==> src/rtl/bank_req_sched.sv <==
// rtl/bank_req_sched.sv - per-bank round-robin scheduler for multi-lane memory request batches
//
// Accepts one batch of NUM_REQS lanes, then issues at most one lane per bank
// per cycle until every lane has been accepted by its bank.
//   clk, reset                  : clock, synchronous active-high reset
//   in_valid/in_ready           : batch handshake
//   in_mask, in_rw, in_addr,
//   in_byteen, in_data, in_tag  : per-lane request fields (packed, lane 0 in LSBs)
//   bank_valid/bank_ready       : per-bank handshake
//   bank_rw, bank_addr,
//   bank_byteen, bank_data,
//   bank_tag, bank_tid          : granted lane's fields and lane index per bank
//   batch_done                  : one-cycle pulse after a batch has fully issued
//   bank_stalls                 : running count of pending lanes left unissued per cycle
module bank_req_sched #(
    parameter int NUM_REQS         = 4,
    parameter int NUM_BANKS        = 2,
    parameter int ADDR_WIDTH       = 30,
    parameter int DATA_WIDTH       = 32,
    parameter int TAG_WIDTH        = 8,
    parameter int BANK_ADDR_OFFSET = 0,
    parameter int CTR_WIDTH        = 44,
    localparam int TID_W           = (NUM_REQS > 1) ? $clog2(NUM_REQS) : 1,
    localparam int BE_W            = DATA_WIDTH / 8
) (
    input  logic                            clk,
    input  logic                            reset,
    input  logic                            in_valid,
    output logic                            in_ready,
    input  logic [NUM_REQS-1:0]             in_mask,
    input  logic [NUM_REQS-1:0]             in_rw,
    input  logic [NUM_REQS*ADDR_WIDTH-1:0]  in_addr,
    input  logic [NUM_REQS*BE_W-1:0]        in_byteen,
    input  logic [NUM_REQS*DATA_WIDTH-1:0]  in_data,
    input  logic [NUM_REQS*TAG_WIDTH-1:0]   in_tag,
    output logic [NUM_BANKS-1:0]            bank_valid,
    input  logic [NUM_BANKS-1:0]            bank_ready,
    output logic [NUM_BANKS-1:0]            bank_rw,
    output logic [NUM_BANKS*ADDR_WIDTH-1:0] bank_addr,
    output logic [NUM_BANKS*BE_W-1:0]       bank_byteen,
    output logic [NUM_BANKS*DATA_WIDTH-1:0] bank_data,
    output logic [NUM_BANKS*TAG_WIDTH-1:0]  bank_tag,
    output logic [NUM_BANKS*TID_W-1:0]      bank_tid,
    output logic                            batch_done,
    output logic [CTR_WIDTH-1:0]            bank_stalls
);

    localparam int BANK_W = (NUM_BANKS > 1) ? $clog2(NUM_BANKS) : 1;

    typedef enum logic {IDLE, ISSUE} state_t;

    state_t                  state;
    logic [NUM_REQS-1:0]     pending;
    logic [TID_W-1:0]        rr_ptr [NUM_BANKS];

    logic                    lane_rw   [NUM_REQS];
    logic [ADDR_WIDTH-1:0]   lane_addr [NUM_REQS];
    logic [BE_W-1:0]         lane_be   [NUM_REQS];
    logic [DATA_WIDTH-1:0]   lane_data [NUM_REQS];
    logic [TAG_WIDTH-1:0]    lane_tag  [NUM_REQS];
    logic [BANK_W-1:0]       lane_bid  [NUM_REQS];

    logic [NUM_BANKS-1:0]    grant_vld;
    logic [NUM_BANKS-1:0]    has_hi;
    logic [TID_W-1:0]        hi_idx    [NUM_BANKS];
    logic [TID_W-1:0]        lo_idx    [NUM_BANKS];
    logic [TID_W-1:0]        grant_idx [NUM_BANKS];
    logic [NUM_REQS-1:0]     fired;
    logic [NUM_REQS-1:0]     remaining;
    logic [CTR_WIDTH-1:0]    stall_inc;
    logic                    accept;

    // Round-robin pick per bank. Scanning downward leaves the lowest matching
    // index in each slot: hi_idx among lanes at/after the pointer, lo_idx overall.
    always_comb begin
        for (int b = 0; b < NUM_BANKS; b++) begin
            grant_vld[b] = 1'b0;
            has_hi[b]    = 1'b0;
            hi_idx[b]    = '0;
            lo_idx[b]    = '0;
            for (int i = NUM_REQS - 1; i >= 0; i--) begin
                if (pending[i] && (lane_bid[i] == BANK_W'(b))) begin
                    grant_vld[b] = 1'b1;
                    lo_idx[b]    = TID_W'(i);
                    if (TID_W'(i) >= rr_ptr[b]) begin
                        has_hi[b] = 1'b1;
                        hi_idx[b] = TID_W'(i);
                    end
                end
            end
            grant_idx[b] = has_hi[b] ? hi_idx[b] : lo_idx[b];
        end
    end

    always_comb begin
        fired = '0;
        for (int b = 0; b < NUM_BANKS; b++) begin
            if (grant_vld[b] && bank_ready[b]) begin
                fired[grant_idx[b]] = 1'b1;
            end
        end
        remaining = pending & ~fired;
        stall_inc = '0;
        for (int i = 0; i < NUM_REQS; i++) begin
            stall_inc = stall_inc + CTR_WIDTH'(remaining[i]);
        end
    end

    // In ISSUE a new batch may load only in the cycle the last pending lanes fire.
    assign in_ready = (state == IDLE) || (remaining == '0);
    assign accept   = in_valid && in_ready;

    always_comb begin
        bank_valid = grant_vld;
        for (int b = 0; b < NUM_BANKS; b++) begin
            bank_rw[b]                           = lane_rw[grant_idx[b]];
            bank_addr[b*ADDR_WIDTH +: ADDR_WIDTH] = lane_addr[grant_idx[b]];
            bank_byteen[b*BE_W +: BE_W]           = lane_be[grant_idx[b]];
            bank_data[b*DATA_WIDTH +: DATA_WIDTH] = lane_data[grant_idx[b]];
            bank_tag[b*TAG_WIDTH +: TAG_WIDTH]    = lane_tag[grant_idx[b]];
            bank_tid[b*TID_W +: TID_W]            = grant_idx[b];
        end
    end

    // Lane payload and bank id, latched on accept; validity lives in pending.
    always_ff @(posedge clk) begin
        if (accept) begin
            for (int i = 0; i < NUM_REQS; i++) begin
                lane_rw[i]   <= in_rw[i];
                lane_addr[i] <= in_addr[i*ADDR_WIDTH +: ADDR_WIDTH];
                lane_be[i]   <= in_byteen[i*BE_W +: BE_W];
                lane_data[i] <= in_data[i*DATA_WIDTH +: DATA_WIDTH];
                lane_tag[i]  <= in_tag[i*TAG_WIDTH +: TAG_WIDTH];
                lane_bid[i]  <= (NUM_BANKS > 1)
                              ? in_addr[i*ADDR_WIDTH + BANK_ADDR_OFFSET +: BANK_W]
                              : '0;
            end
        end
    end

    always_ff @(posedge clk) begin
        if (reset) begin
            state       <= IDLE;
            pending     <= '0;
            batch_done  <= 1'b0;
            bank_stalls <= '0;
            for (int b = 0; b < NUM_BANKS; b++) begin
                rr_ptr[b] <= '0;
            end
        end else begin
            batch_done <= 1'b0;
            if (state == ISSUE) begin
                pending     <= remaining;
                bank_stalls <= bank_stalls + stall_inc;
                for (int b = 0; b < NUM_BANKS; b++) begin
                    if (grant_vld[b] && bank_ready[b]) begin
                        rr_ptr[b] <= (grant_idx[b] == TID_W'(NUM_REQS - 1))
                                   ? '0 : grant_idx[b] + 1'b1;
                    end
                end
                if (remaining == '0) begin
                    state      <= IDLE;
                    batch_done <= 1'b1;
                end
            end
            // Accept overrides the drain above so a back-to-back batch loads directly.
            if (accept) begin
                pending <= in_mask;
                if (in_mask != '0) begin
                    state <= ISSUE;
                end else begin
                    state      <= IDLE;
                    batch_done <= 1'b1;
                end
            end
        end
    end

endmodule

==> config.mk <==
export PLATFORM = sky130hd
export DESIGN_NAME = bank_req_sched
export DESIGN_NICKNAME = d
export VERILOG_FILES = /design/src/rtl/bank_req_sched.sv
export SDC_FILE = /design/constraint.sdc
export NUM_CORES = 1
export LEC_CHECK = 0
export CORE_AREA = 2 2 202 204
export DETAILED_ROUTE_END_ITERATION = 8
export DIE_AREA = 0 0 204 206
export PLACE_DENSITY_LB_ADDON = 0.15
export SYNTH_ARGS = -nofsm -noshare
export SYNTH_HDL_FRONTEND = slang
export SYNTH_SLANG_ARGS = --single-unit
==> constraint.sdc <==
create_clock -name clk -period 11.6 [get_ports clk]
set_input_delay 2.32 -clock clk [delete_from_list [all_inputs] [get_ports clk]]
set_output_delay 2.32 -clock clk [all_outputs]
set_load 0.03 [all_outputs]
======== After elaboration in Yosys (flattened, before gate mapping) ========
Memories as Yosys holds them, arrays and structs flattened.
Index checks and enable logic that the tools add are counted.
Widths: inputs -> output; s select.
cells by class
  add/sub/neg operators ................... 6
  magnitude comparators ................... 12
  eq/ne operators ......................... 2
  mux-type cells .......................... 82
  bitwise operators ....................... 10
  reduce and logical (&&, ||, !) cells .... 17
operator list
  cell                 count
  $mux 2               30
  $mux 1               46
  $add 44x4->44        1
  $mux 4               4
  $logic_and 1x1->1    13
  $ge 1x2->1 const A   4
  $ge 2x2->1 const A   4
  $lt 2x3->1 const B   2
  $not 1->1            5
  $add 2x1->2 const B  2
  $add 3x1->4          1
  $and 4x4->4          1
  $demux 1 s2          2
  $eq 2x2->1 const B   2
  $ge 2x1->1 const B   2
  $logic_not 4->1      1
  $not 4->4            1
  $or 4x4->4           1
  $reduce_bool 4->1    1
  $add 2x1->3          1
  $add 1x1->2          1
  $or 1x1->1           2
  $reduce_bool 2->1    1
  $logic_or 1x1->1     1
word-level totals
  bits in registers ....................... 50
  memory bits (writable) .................. 308
  bits of input ports ..................... 309
  output and inout port bits .............. 202
  memories ................................ 7
memories
  name         depth  bits a word  rd ports  clocked after Yosys merged registers in  write ports  RTL line  RTL
  lane_data    4      32           2         0                                        4            59        logic [DATA_WIDTH-1:0] lane_data [NUM_REQS];
  lane_addr    4      30           2         0                                        4            57        logic [ADDR_WIDTH-1:0] lane_addr [NUM_REQS];
  lane_tag     4      8            2         0                                        4            60        logic [TAG_WIDTH-1:0] lane_tag [NUM_REQS];
  lane_be      4      4            2         0                                        4            58        logic [BE_W-1:0] lane_be [NUM_REQS];
  lane_bid     4      1            4         0                                        4            61        logic [BANK_W-1:0] lane_bid [NUM_REQS];
  lane_rw      4      1            2         0                                        4            56        logic lane_rw [NUM_REQS];
  +1 memories  --     --           --        --                                       --           --

======== Logic depth before layout (Yosys ltp) ========
An unclocked memory read counts as a cell.
  word-level depth ........................ 25
  depth in mapped cells ................... 21
  mapped depth without buffers ............ 17

======== Worst setup path after synthesis ========
Ideal clock, no wire load.
  kind .................................... input-to-reg
  start ................................... input bank_ready[1]
  end ..................................... memory lane_addr[0][0] (enable)
  arrival ................................. 10.225 ns
  path slack .............................. 0.677 ns
  stages on the path ...................... 6
  path buffers ............................ 0
  path through ............................ inv_1 -> a31oi_1 -> a221o_1 -> nand4_1 -> nand2_1 -> and2_1
RTL lines
  element      RTL line  RTL
  from (decl)  37        input logic [NUM_BANKS-1:0] bank_ready,
  to (decl)    57

==> run_results.csv <==
group,metric,value,unit
min_path,hold_depth,2,
critical_path,timing.rr.start,"lane_addr[1][0]",
detailed_routing,viasPerCell,5.23,
global_route,grt_max_degree,89,
detailed_routing,finalWirelength,48900,µm
place,place_congestion,0.837,
clock_tree,post_cts_buffers,0,
pwr,ir_drop,0.000121,V
synthesis,ys_seq_area_share,60.6,%
floorplan,chipHeight,206,µm
clock_tree,htreeDepth,2,
detailed_routing,vias,12000,
sta,drv_slew,0,
synthesis,netlist_instances,1236,
clock_tree,cts_resized,0,
floorplan,die_area,42000,µm²
min_path,hp-class,"flop to flop",
min_path,hp-start,"bank_stalls[40]",
critical_path,crit_slowest_cell,"buf_4",
synthesis,avgSynthCellArea,13.5,µm²
run,drv_cap,0,
critical_path,reg2reg_depth,18,
floorplan,num_rows,74,
floorplan,start_util,41.6,%
sta,rsz0062_at_grt,"false",
synthesis,yosys.cell_types.count,54,
critical_path,crit_chain,"nand2b_2 -> a21boi_1 -> o21ai_1 -> a21boi_4 -> buf_4 -> inv_2 -> ha_1 -> a221o_1 -> nand4_1 -> nand2_1 -> clkdlybuf4s50_1",
sta,post-route-period-util,60.7,%
cells_and_area,final_cells,2300,
synthesis,syn_nets,1557,
status,status,"complete, no violations",
clock_tree,clk_latency,560,ps
critical_path,required,9280,ps
floorplan,io_pins,511,
sta,max_freq,0.142,GHz
place,dp_hpwl,33900,µm
floorplan,core,40200,µm²
clock_tree,hold_buffers,0,
clock_tree,cts_buffers,42,
critical_path,rrSetupSlack,5800,ps
place,io_buffer_count,510,
sta,setup_tns,0,ps
detailed_routing,drt_pass1_iterations,5,
pwr,power.density,165,nW/µm²
critical_path,start_kind,"flop",
clock_tree,clockRootBuffer,"clkbuf_16",
sta,skew,13.0,ps
sta,finalSetupViolCount,0,
cells_and_area,drive_gt1_share,5.41,%
clock_tree,clkTransAtPathRegs,60,ps
sta,setup_ws,4560,ps
sta,hold_viol,0,
synthesis,yosys_warnings,0,
place,dp.cells,2213,
clock_tree,cts_tree,"done",
detailed_routing,drt_iter0_drc,677,
global_route,grtUsageTotal,22.4,%
detailed_routing,wl_per_cell,21.3,µm
cells_and_area,final_nets,2046,
detailed_routing,drc_errors,0,
sta,tightest_slew,1140,ps
sta,slew_headroom,24.2,%
cells_and_area,area_growth_syn_to_layout,41.0,%
critical_path,cp_max_fo,50,
min_path,whs_endpoint,"bank_stalls[40]",
critical_path,path_class,"flop to primary output",
clock_tree,cts.sinks,354,
critical_path,max_stage_delay,770,ps
critical_path,regToRegEndpoint,"bank_stalls[38]",
floorplan,die_x,204,µm
critical_path,endpoint_kind,"primary output",
pwr,p_leak,7.93,nW
place,pre_cts_ws,4670,ps
detailed_routing,ant_nets,0,
global_route,antenna_found_initial,15,
global_route,grt.overflow.total,0,
critical_path,crit_start,"lane_addr[1][0]",
global_route,grt_pass1_vias,12100,
synthesis,synth-seq-cells,354,
clock_tree,cts.path.max_buffers,3,
critical_path,worst_ep_arrival_time,4720,ps
sta,min_period,7040,ps
global_route,grt_pass1_wl,70900,µm
synthesis,synthesis.area,16700,µm²
-- state kept, by name (all words and copies together), names as in the netlist --
| signal | cells |
|---|---|
| bank_stalls | 44 |
| batch_done | 1 |
| lane_addr | 120 |
| lane_be | 16 |
| lane_data | 128 |
| lane_rw | 4 |
| lane_tag | 32 |
| pending | 4 |
| rr_ptr | 4 |
| state | 1 |
-- cells in the mapped netlist, drive strengths merged --
cell / count / share of area [%]
edfxtp: 304 / 55
mux2i: 299 / 18
a21oi: 91 / 2.7
and2: 78 / 2.9
a211oi: 74 / 3.3
buf: 53 / 2.3
dfxtp: 50 / 6.0
nor2: 45 / 1.0
inv: 27 / 0.61
nand2: 27 / 0.61
clkbuf: 25 / 0.56
xnor2: 21 / 1.1
nor3: 19 / 0.60
nand3: 16 / 0.51
o21ai: 14 / 0.42
nand4: 13 / 0.56
xor2: 12 / 0.63
ha: 9 / 0.67
or3: 9 / 0.34
and3: 6 / 0.22
nand2b: 5 / 0.20
a221o: 4 / 0.24
nor4: 4 / 0.31
a31oi: 3 / 0.11
fa: 3 / 0.36
nor2b: 3 / 0.11
o22ai: 3 / 0.11
o2bb2ai: 3 / 0.16
a21boi: 2 / 0.090
a32o: 2 / 0.12
and4: 2 / 0.10
a21o: 1 / 0.045
a22oi: 1 / 0.045
a41oi: 1 / 0.097
and3b: 1 / 0.052
nand3b: 1 / 0.045
o21bai: 1 / 0.045
o22a: 1 / 0.052
o31ai: 1 / 0.045
or2: 1 / 0.037
or4: 1 / 0.045
-- cells by family (layout without fill, tap and decap cells) --
group	after synthesis	in the layout	share of synthesized area [%]
flops	354	354	60.6
mux	299	299	17.9
simple gates	231	231	7.68
compound gates	202	202	7.65
buf+inv	105	626	3.43
xor+xnor	33	33	1.73
fa+ha+maj	12	12	1.03
other cells	0	11	0
-- final cells by class --
cell class	count	area, µm²
well taps	532	666
inverters	27	106
clock inverters	22	245
clock buffers	54	1160
flip-flops and latches	354	10100
multi-input cells	777	6040
diodes	11	27.5
repair buffers	523	5200
fillers	3322	16600
-- worst max-delay path by stage --
stage,to,slack (ps),depth (start not counted)
2_1_floorplan,lane_addr[0][0],680,6
3_3_place_gp,in_ready,4740,7
3_5_place_dp,in_ready,4670,7
4_1_cts,in_ready,4440,11
5_1_grt,in_ready,4200,11
6_report,in_ready,4560,11
-- power breakdown --
group / switching [mW] / internal, mW
combinational: 0.569 / 0.434
sequential: 0.0473 / 1.50
clock: 0.523 / 0.818
-- cells in the final DEF (no fill, tap or decap), types with 5 or more instances in the layout --
cell type / synthesis / routed
edfxtp_1: 304 / 304
nand4_1: 11 / 11
nor3_1: 18 / 18
ha_1: 9 / 9
xnor2_1: 21 / 21
diode_2: 0 / 11
o21ai_0: 13 / 13
inv_1: 23 / 23
nand3_1: 15 / 15
dfxtp_1: 50 / 50
clkinv_2: 0 / 9
clkbuf_16: 0 / 45
and2_1: 77 / 76
xor2_1: 12 / 12
a21oi_1: 90 / 90
nor2_1: 45 / 45
nand2_1: 27 / 27
a211oi_1: 74 / 74
and3_1: 6 / 6
clkdlybuf4s50_1: 0 / 510
or3_1: 9 / 9
buf_4: 6 / 13
mux2i_1: 299 / 299
bufinv_16: 0 / 5
clkbuf_1: 25 / 9
-- per-stage QoR --
stage                     power (mW)  hold slack (ps)  instance area [µm²]  util (%)
after global routing            4.04              539                23600      58.7
after detailed placement        2.58              497                22100      55.1
after global placement          2.57              490                22100      55.1
after floorplan                 2.17              562                16700         -
after CTS                       3.93              504                23500      58.6
final                           3.89              506                23600      58.7
-- worst max-delay path: cells and delay by family (launching register included) --
kind / cells / cell delay, ps
AOI/OAI and AO/OA: 4 / 1310
adders and majority gates: 1 / 240
buffers and inverters: 3 / 1550
DFF: 1 / 490
and+or+nand+nor: 3 / 530
-- routing by layer --
| metal | routed length [µm] | up-vias | GRT usage, % |
|---|---|---|---|
| met5 | 44 | - | 0 |
| met2 | 24700 | 409 | 38.6 |
| met4 | 1600 | 6 | 9.78 |
| met1 | 18500 | 5841 | 25.5 |
| li1 | - | 5682 | - |
| met3 | 4130 | 88 | 7.40 |
Note: power is estimated with default switching activity, not from simulation.
